--- src/rtl/clk_logic_unit.sv ---
// clk_logic_unit: pipelined bitwise logic unit with sticky AND accumulator and global stall
module clk_logic_unit #(
  parameter int WIDTH  = 8,
  parameter int STAGES = 2
) (
  input  logic             clk,
  input  logic             reset,
  input  logic [WIDTH-1:0] a,
  input  logic [WIDTH-1:0] b,
  input  logic [2:0]       op,
  input  logic             acc_clr,
  input  logic             in_valid,
  output logic             in_ready,
  output logic [WIDTH-1:0] Y,
  output logic             y_valid,
  input  logic             y_ready,
  output logic             y_zero
);
  logic             stall;
  logic             accept;
  logic             z;
  logic [WIDTH-1:0] acc;
  logic [WIDTH-1:0] acc_base;
  logic [WIDTH-1:0] acc_next;
  logic [WIDTH-1:0] res;
  logic [STAGES-1:0] v;
  logic [STAGES-1:0] vc;
  logic [WIDTH-1:0] r  [STAGES];
  logic [WIDTH-1:0] rc [STAGES];

  assign stall    = y_valid && !y_ready;
  assign in_ready = !stall;
  assign accept   = in_valid && in_ready;
  assign acc_base = acc_clr ? '1 : acc;
  assign acc_next = acc_base & a & b;

  // operation select; op 7 returns the freshly accumulated value
  always_comb begin
    res = acc_next;
    case (op)
      3'd0: res = a & b;
      3'd1: res = a | b;
      3'd2: res = a ^ b;
      3'd3: res = ~(a & b);
      3'd4: res = ~(a | b);
      3'd5: res = ~(a ^ b);
      3'd6: res = a & ~b;
      default: res = acc_next;
    endcase
  end

  // input of each stage: stage 0 takes the new result, the rest take their predecessor
  always_comb begin
    vc[0] = accept;
    rc[0] = res;
    for (int i = 1; i < STAGES; i++) begin
      vc[i] = v[i-1];
      rc[i] = r[i-1];
    end
  end

  // valid/result shift chain, frozen as a whole while the sink stalls
  always_ff @(posedge clk or posedge reset) begin
    if (reset) begin
      v <= '0;
      z <= 1'b0;
      for (int i = 0; i < STAGES; i++) r[i] <= '0;
    end else if (!stall) begin
      v <= vc;
      z <= vc[STAGES-1] && (rc[STAGES-1] == '0);
      for (int i = 0; i < STAGES; i++) r[i] <= rc[i];
    end
  end

  // accumulator moves only on accepted operands; acc_clr on other ops just restarts it
  always_ff @(posedge clk or posedge reset) begin
    if (reset) acc <= '1;
    else if (accept) acc <= (op == 3'd7) ? acc_next : (acc_clr ? '1 : acc);
  end

  assign Y       = r[STAGES-1];
  assign y_valid = v[STAGES-1];
  assign y_zero  = z;
endmodule

--- config.mk ---
export PLATFORM = sky130hd
export DESIGN_NAME = clk_logic_unit
export DESIGN_NICKNAME = d
export VERILOG_FILES = /design/src/rtl/clk_logic_unit.sv
export SDC_FILE = /design/constraint.sdc
export NUM_CORES = 1
export LEC_CHECK = 0
export CAP_MARGIN = 20
export CORE_MARGIN = 5
export CORE_UTILIZATION = 40
export DETAILED_ROUTE_END_ITERATION = 12
export PLACE_DENSITY = 0.63
export SYNTH_ARGS = -nofsm -noshare
export SYNTH_HDL_FRONTEND = slang
export SYNTH_SLANG_ARGS = --single-unit
--- constraint.sdc ---
create_clock -name clk -period 1.2 [get_ports clk]
set_input_delay 0.24 -clock clk [delete_from_list [all_inputs] [get_ports clk]]
set_output_delay 0.24 -clock clk [all_outputs]
set_load 0.02 [all_outputs]
==> out/summary.log, run 1 <==
INFO  outcome        result_of_the_run=finished, violations left
INFO  outcome        violations=negative setup slack
INFO  global_routing grt.total_usage=0.152
INFO  timing         final-max-slew-violation-count=0
INFO  synthesis      synthesis.nets=304
INFO  synthesis      yosysTopAreaCell=dfrtp_1
INFO  layout         utilization=0.582
INFO  floorplanning  cell_row_count=27
INFO  synthesis      ys_async_rst_share=1.00
INFO  synthesis      synth_cell_types=43
INFO  floorplanning  dieHeight=84.0um
INFO  timing         fin_worst_skew=2.27ps
INFO  synthesis      synth_top_area_frac=0.217
INFO  global_routing grt_max_degree=28
INFO  timing         finalHoldViolations=0
INFO  clocking       max-clock-path-buffers=2
INFO  synthesis      synth-edff-count=0
INFO  timing         fmax=0.813GHz
INFO  global_routing grt_antenna_before_repair=0
INFO  detailed_routing detailedRoute.firstPassIterationCount=4
INFO  worst_setup_path path_max_fanout=5
INFO  layout         nets=379
INFO  global_routing grt_pass1_vias=1,939
INFO  global_routing grt_first_pass_wirelength=9.05mm
INFO  timing         slew_headroom=0.816
INFO  worst_setup_path timing.critical_path.mode_cell=buf_6
INFO  worst_setup_path cp-startpoint=v[1]$_DFFE_PP0N_
INFO  detailed_routing initialDrtViolationCount=121
INFO  detailed_routing route.antenna.remaining_nets=0
INFO  timing         setup_slack=-29.6ps
INFO  timing         worst_pin_slew=274ps
INFO  worst_setup_path critical_path.n_buffers_inverters=3
INFO  worst_setup_path critPathMaxStageDelay=400ps
INFO  floorplanning  fp.coreArea=0.00541sqmm
INFO  timing         post-route-period-util=1.02
INFO  floorplanning  dieWidth=84.0um
INFO  layout         num_antenna_cells=0
INFO  worst_setup_path crit_path_cell_chain=nor2b_4 -> inv_2 -> buf_6 -> and3_4 -> buf_6 -> nor2_1 -> a21oi_1
INFO  synthesis      synthTopCellsByCount=nand2_1 (50), ha_1 (24), dfrtp_1 (19), inv_1 (17), a21oi_1 (14)
INFO  global_routing grt-ovfl-total=0
INFO  clocking       number_of_sinks_on_the_clock_net=27
INFO  floorplanning  num_io_pins=35
INFO  synthesis      syn_avg_cell_area=8.56squm
INFO  timing         setup_violations=8
INFO  worst_setup_path rr_endpoint=acc[1]$_DFFE_PP1P_
INFO  floorplanning  design.die.area=0.00706sqmm
INFO  worst_hold_path worstHoldPathType=in2async
INFO  worst_setup_path worst_setup_path_end_kind=register
INFO  worst_setup_path r2r.worst_path.cells=7
INFO  pwr            worst_ir_drop_vdd=0.640mV
INFO  worst_setup_path critical_path_start_type=register
INFO  clocking       cts-buffers-inserted=3
INFO  pwr            powerDensity=901mW/mm^2
INFO  worst_setup_path worstSetupPathType=reg2reg
INFO  job            cap_viol_max_count=0
INFO  worst_setup_path regToRegSetupSlack=-30ps
INFO  clocking       cts_tree=done
INFO  pwr            seq_power_share=0.427
INFO  synthesis      netlist_top_cells_area=dfrtp_1 (22%), ha_1 (14%), dfstp_2 (9.6%)
INFO  layout         areaGrowthSynthToFinish=43.5%
INFO  pwr            net-switching-power=0.941mW
INFO  placed_design  dpl.hpwl=3.74mm
INFO  synthesis      synthesized_netlist_cell_count=256
INFO  pwr            share_comb_of_total_power=0.392
INFO  detailed_routing drcViolationCount=0
INFO  floorplanning  initial_core_util=0.405
INFO  synthesis      postSynth.topFlopCell=dfrtp_1
INFO  detailed_routing routed-via-count=2,015
INFO  layout         fraction_of_final_layout_cells_sized_beyond_drive_strength_1=0.448
INFO  clocking       clkTransAtPathRegs=90ps
INFO  worst_setup_path crit_family=flip-flops
INFO  synthesis      yosys.cell_count.top_type=nand2_1
INFO  worst_setup_path worstPathRequired=1400ps
INFO  synthesis      synth_seq_cells=27
INFO  clocking       clk_latency=270ps
INFO  clocking       clock_tree.htree_level_count=1
INFO  synthesis      ys_seq_area_frac=0.313
INFO  placed_design  gp_routability_congestion=0.793
INFO  placed_design  io_buffer_count=34
INFO  detailed_routing wirelength=5.31mm
INFO  worst_setup_path slowest_stage=dfrtp_2
INFO  pwr            power.leakage=1.46nW
INFO  clocking       cts-root-buf=clkbuf_8
INFO  timing         period_minus_slack=1230ps
INFO  worst_setup_path crit-reg2reg-launch=v[1]$_DFFE_PP0N_
INFO  pwr            intPower=1.89mW
INFO  timing         rsz0062_at_grt=true
INFO  detailed_routing viasPerCell=5.01
INFO  synthesis      synth.cell_area=0.00219sqmm
INFO  pwr            clock_power_share=0.182
INFO  detailed_routing detail_route.wl_per_cell=13.2um
INFO  worst_setup_path cp_data_arrival_time=1430ps
INFO  pwr            p_sw_frac=0.332
INFO  synthesis      synth-warning-count=0
INFO  pwr            totalPowerFinal=2.83mW
## worst register-to-register path: stages (launching register included)
cell,delay (ps)
dfrtp_2,400
nor2b_4,130
inv_2,60
buf_6,120
and3_4,200
buf_6,110
nor2_1,40
a21oi_1,110
## layout by cell type, fill, tap and decap left out, types with 3 or more instances in the layout
master | synthesis | layout
nor3_1 | 3 | 3
clkdlybuf4s15_1 | 0 | 4
a32oi_2 | 0 | 3
o21bai_1 | 3 | 3
dfrtp_1 | 19 | 18
nor2_1 | 9 | 6
mux2i_1 | 6 | 6
nand2b_1 | 7 | 7
dlygate4sd2_1 | 0 | 3
clkbuf_8 | 0 | 3
ha_4 | 0 | 9
buf_2 | 11 | 12
o22a_1 | 4 | 4
a21oi_2 | 0 | 4
nand2_1 | 50 | 48
buf_4 | 10 | 46
o211ai_1 | 8 | 8
mux2_4 | 2 | 4
nor2b_1 | 9 | 8
clkbuf_2 | 0 | 11
a21oi_1 | 14 | 10
buf_6 | 4 | 14
dfstp_2 | 8 | 8
ha_1 | 24 | 13
nand3b_1 | 5 | 5
a221o_1 | 3 | 3
clkdlybuf4s50_1 | 0 | 3
inv_2 | 1 | 15
nor2_2 | 0 | 3
o21ai_1 | 8 | 8
## state kept, by name, summed over array words and instances (netlist names)
name	count
Y	8
acc	8
r	8
v	2
y_zero	1
## per-stage QoR
| step | setup WS [ps] | hold WS [ps] | setup TNS [ps] | area (sq um) | std cells |
|---|---|---|---|---|---|
| 5_1_grt | -73.9 | 332 | -707 | 3140 | 402 |
| 3_3_place_gp | -849 | 450 | -11460 | 2910 | 389 |
| 3_5_place_dp | -854 | 456 | -11580 | 2910 | 389 |
| 6_report | -29.6 | 300 | -182 | 3140 | 402 |
| 2_1_floorplan | -139 | 287 | -183 | 2250 | 256 |
| 4_1_cts | -41.4 | 308 | -338 | 3130 | 400 |
## timing repair
action | in CTS | in global routing
pin swaps | 29 | 17
resized for setup | 114 | 39
hold buffers | 0 | 0
cloned | 1 | 1
buffers inserted | 6 | 1
endpoints found under the setup margin | 27 | 30
## power groups by stage
stage | Combinational (mW) | Clock (mW) | Sequential, mW
after CTS | 1.09 | 0.529 | 1.21
after global routing | 1.23 | 0.559 | 1.23
after global placement | 1.04 | 0 | 1.22
after detailed placement | 1.06 | 0 | 1.22
final | 1.11 | 0.514 | 1.21
after floorplan | 0.687 | 0 | 1.20
## metal layers
| layer | wire [um] | vias to the layer above | GRT usage |
|---|---|---|---|
| li1 | - | 1019 | - |
| met2 | 2500 | 41 | 0.249 |
| met4 | 46 | 0 | 0.0439 |
| met5 | 0 | - | 0 |
| met1 | 2580 | 953 | 0.209 |
| met3 | 185 | 2 | 0.0188 |
## how the worst max path moves through the flow
| stage | cells past startpoint | to |
|---|---|---|
| 3_3_place_gp | 7 | r[8]$_DFFE_PP0N_ |
| 6_report | 7 | acc[1]$_DFFE_PP1P_ |
| 5_1_grt | 7 | acc[1]$_DFFE_PP1P_ |
| 3_5_place_dp | 7 | r[8]$_DFFE_PP0N_ |
| 4_1_cts | 6 | acc[4]$_DFFE_PP1P_ |
| 2_1_floorplan | 6 | r[8]$_DFFE_PP0N_ |
## cell families (layout without fill, tap and decap cells)
logic type               count (synthesis)  count (layout)  synth area share
multiplexers                            10              10            0.0514
AND/OR/NAND/NOR                         92              92             0.200
buffers and inverters                   44             118             0.112
adder cells (fa/ha/maj)                 24              24             0.137
AO/OA/AOI/OAI                           59              59             0.186
flip-flops                              27              27             0.313
## final cells by class
cell class	instances	area (sq um)
inverter	18	80.1
tap	72	90.1
timing repair buffer	96	761
clock buffer	4	45.0
sequential	27	687
fill	502	2260
multi-input combinational	185	1480
Power figures use the tool's default switching activity.
==> run 2, diff against run 1 <==
--- a/config.mk
+++ b/config.mk
@@ -6,7 +6,7 @@
 export NUM_CORES = 1
 export LEC_CHECK = 0
 export CAP_MARGIN = 20
-export CORE_MARGIN = 5
+export CORE_MARGIN = 1
 export CORE_UTILIZATION = 40
 export DETAILED_ROUTE_END_ITERATION = 12
 export PLACE_DENSITY = 0.63
==> out/summary.log, run 2 (synthesis results as in run 1) <==
INFO  timing         slew_headroom=0.829 [+0.0131]
INFO  pwr            totalPowerFinal=2.83mW [-0.22%]
INFO  outcome        result_of_the_run=finished, violations left
INFO  layout         fin_cells=394 [-2.0%]
INFO  placed_design  dpl_cell_area=0.00289sqmm [-0.60%]
INFO  floorplanning  fp.coreArea=0.00520sqmm [-3.7%]
INFO  timing         post-route-period-util=1.02 [-0.00885]
INFO  timing         fmax=0.820GHz [+0.87%]
INFO  detailed_routing viasPerCell=4.95 [-1.3%]
INFO  floorplanning  initial_core_util=0.421 [+0.0156]
INFO  floorplanning  cell_row_count=26 [-3.7%]
INFO  placed_design  gp_routability_congestion=0.783 [-1.4%]
INFO  worst_setup_path slowest_stage=dfrtp_2
INFO  clocking       cts-buffers-inserted=3 [unchanged]
INFO  layout         fraction_of_final_layout_cells_sized_beyond_drive_strength_1=0.448 [-0.000954]
INFO  global_routing grt_antenna_before_repair=0 [unchanged]
INFO  clocking       number_of_sinks_on_the_clock_net=27 [unchanged]
INFO  worst_setup_path r2r.worst_path.cells=6 [-1]
INFO  detailed_routing wirelength=5.14mm [-3.2%]
INFO  worst_setup_path crit-reg2reg-launch=v[1]$_DFFE_PP0N_
INFO  worst_setup_path regToRegSetupSlack=-10ps [+20 ps]
INFO  layout         fin_area=0.00313sqmm [-0.32%]
INFO  global_routing grt_first_pass_wirelength=8.96mm [-0.98%]
INFO  timing         period_minus_slack=1220ps [-10.6 ps]
INFO  timing         finalHoldViolations=0 [unchanged]
INFO  detailed_routing route.antenna.remaining_nets=0 [unchanged]
INFO  timing         setup_slack=-19.0ps [+10.6 ps]
INFO  global_routing grt_max_degree=30 [+7.1%]
INFO  worst_hold_path worstHoldPathType=in2async
INFO  global_routing grt.total_usage=0.189 [+0.0374]
INFO  detailed_routing detail_route.wl_per_cell=13.1um [-1.2%]
INFO  timing         worst_pin_slew=256ps [-17.7 ps]
INFO  timing         rsz0062_at_grt=true
INFO  layout         nets=373 [-1.6%]
INFO  global_routing grt-ovfl-total=0 [unchanged]
INFO  clocking       clk_latency=270ps [about the same]
INFO  placed_design  io_buffer_count=34 [unchanged]
INFO  clocking       clock_tree.htree_level_count=1 [unchanged]
INFO  worst_setup_path worstPathRequired=960ps [-440 ps]
INFO  pwr            power.leakage=1.47nW [+0.58%]
INFO  clocking       clkTransAtPathRegs=90ps [about the same]
INFO  clocking       cts_tree=done
INFO  pwr            worst_ir_drop_vdd=0.665mV [+4.0%]
INFO  worst_setup_path crit_path_cell_chain=nor2b_4 -> inv_2 -> buf_6
INFO  timing         setup_violations=3 [-5]
INFO  detailed_routing drcViolationCount=0 [unchanged]
INFO  floorplanning  dieHeight=76.0um [-9.5%]
INFO  layout         final_common_cell=nand2_1
INFO  timing         fin_worst_skew=5.02ps [+2.75 ps]
INFO  detailed_routing detailedRoute.firstPassIterationCount=4 [unchanged]
INFO  outcome        violations=negative setup slack
INFO  worst_setup_path critical_path_start_type=register
INFO  job            cap_viol_max_count=0 [unchanged]
INFO  placed_design  post-place-cells=380 [-2.3%]
INFO  layout         num_antenna_cells=0 [unchanged]
INFO  worst_setup_path cp_data_arrival_time=980ps [-450 ps]
INFO  timing         finalSetupTns=-26.8ps [+155 ps]
INFO  worst_setup_path worstSetupPathType=reg2out
INFO  worst_setup_path worst_setup_path_end_kind=primary output
INFO  floorplanning  num_io_pins=35 [unchanged]
INFO  detailed_routing routed-via-count=1,949 [-3.3%]
INFO  pwr            powerDensity=902mW/mm^2 [+0.10%]
INFO  floorplanning  design.die.area=0.00578sqmm [-18%]
INFO  worst_setup_path critPathMaxStageDelay=410ps [about the same]
INFO  layout         areaGrowthSynthToFinish=43.1%
INFO  placed_design  dpl.hpwl=3.65mm [-2.5%]
INFO  worst_setup_path rr_endpoint=acc[2]$_DFFE_PP1P_
INFO  clocking       max-clock-path-buffers=2 [unchanged]
INFO  worst_setup_path path_max_fanout=2 [-3]
INFO  global_routing grt_pass1_vias=1,970 [+1.6%]
INFO  layout         utilization=0.602 [+0.0204]
INFO  detailed_routing initialDrtViolationCount=77 [-36%]
INFO  clocking       cts-root-buf=clkbuf_8
INFO  floorplanning  dieWidth=76.0um [-9.5%]
INFO  layout         final_cell_mix=nand2_1 (49), buf_4 (46), dfrtp_1 (18)
INFO  timing         final-max-slew-violation-count=0 [unchanged]
## run 2: cell count changes in the layout (fill, tap and decap cells not counted), moves of 3 or more
| cell | delta |
|---|---|
| buf_6 | -6 |
| clkbuf_2 | +3 |
| buf_2 | -4 |
| buf_12 | +3 |
## run 2: what timing repair did
item | 4_1_cts | 5_1_grt
cloned | 1 | 0
hold buffers | 0 | 0
gates resized for setup | 119 | 32
setup buffers | 5 | 4
pin swaps | 28 | 19
setup endpoints to repair | 27 | 26
## run 2: cell type report
type	count	area (sq um)
well taps	70	87.6
multi-input cells	185	1490
clock buffers	4	45.0
fillers	477	2070
flip-flops and latches	27	687
inverters	18	80.1
repair buffers	90	748
## run 2: per-stage QoR
| stage | setup slack (ps) | hold WS (ps) |
|---|---|---|
| global route | -81.3 | 320 |
| finish | -19.0 | 279 |
| detailed placement | -861 | 462 |
| floorplan | -139 | 287 |
| CTS | -21.9 | 285 |
| global placement | -844 | 452 |
## run 2: worst max path at each step
stage	start	end	slack, ps
after floorplan	b[0]	r[8]$_DFFE_PP0N_	-140
after global placement	b[0]	r[8]$_DFFE_PP0N_	-840
after detailed placement	b[0]	r[8]$_DFFE_PP0N_	-860
after CTS	v[1]$_DFFE_PP0N_	in_ready	-20
after global routing	v[1]$_DFFE_PP0N_	acc[1]$_DFFE_PP1P_	-80
final	v[1]$_DFFE_PP0N_	in_ready	-20
## run 2: power breakdown
part           switching, mW  internal (mW)  total [mW]
Combinational          0.554          0.543        1.10
Sequential             0.107           1.10        1.21
Clock                  0.281          0.238       0.519
## run 2: metal layers
metal	wire length, um	up-vias	part of all wire	GRT usage
li1	-	1008	-	-
met1	2340	913	0.46	0.237
met2	2640	26	0.51	0.354
met3	145	2	0.028	0.0335
met4	8	0	0.0016	0.0115
met5	0	-	0	0
## run 2: critical path: cells and delay by family, from the launching register on
| kind | cells | cell delay, ps |
|---|---|---|
| and+or+nand+nor | 1 | 130 |
| buffers and inverters | 2 | 170 |
| DFF | 1 | 410 |
==> run 3, diff against run 2 <==
--- a/config.mk
+++ b/config.mk
@@ -5,7 +5,6 @@
 export SDC_FILE = /design/constraint.sdc
 export NUM_CORES = 1
 export LEC_CHECK = 0
-export CAP_MARGIN = 20
 export CORE_MARGIN = 1
 export CORE_UTILIZATION = 40
 export DETAILED_ROUTE_END_ITERATION = 12
==> results of run 3 <==
Final layout, timing and power as in run 2 (identical DEF).
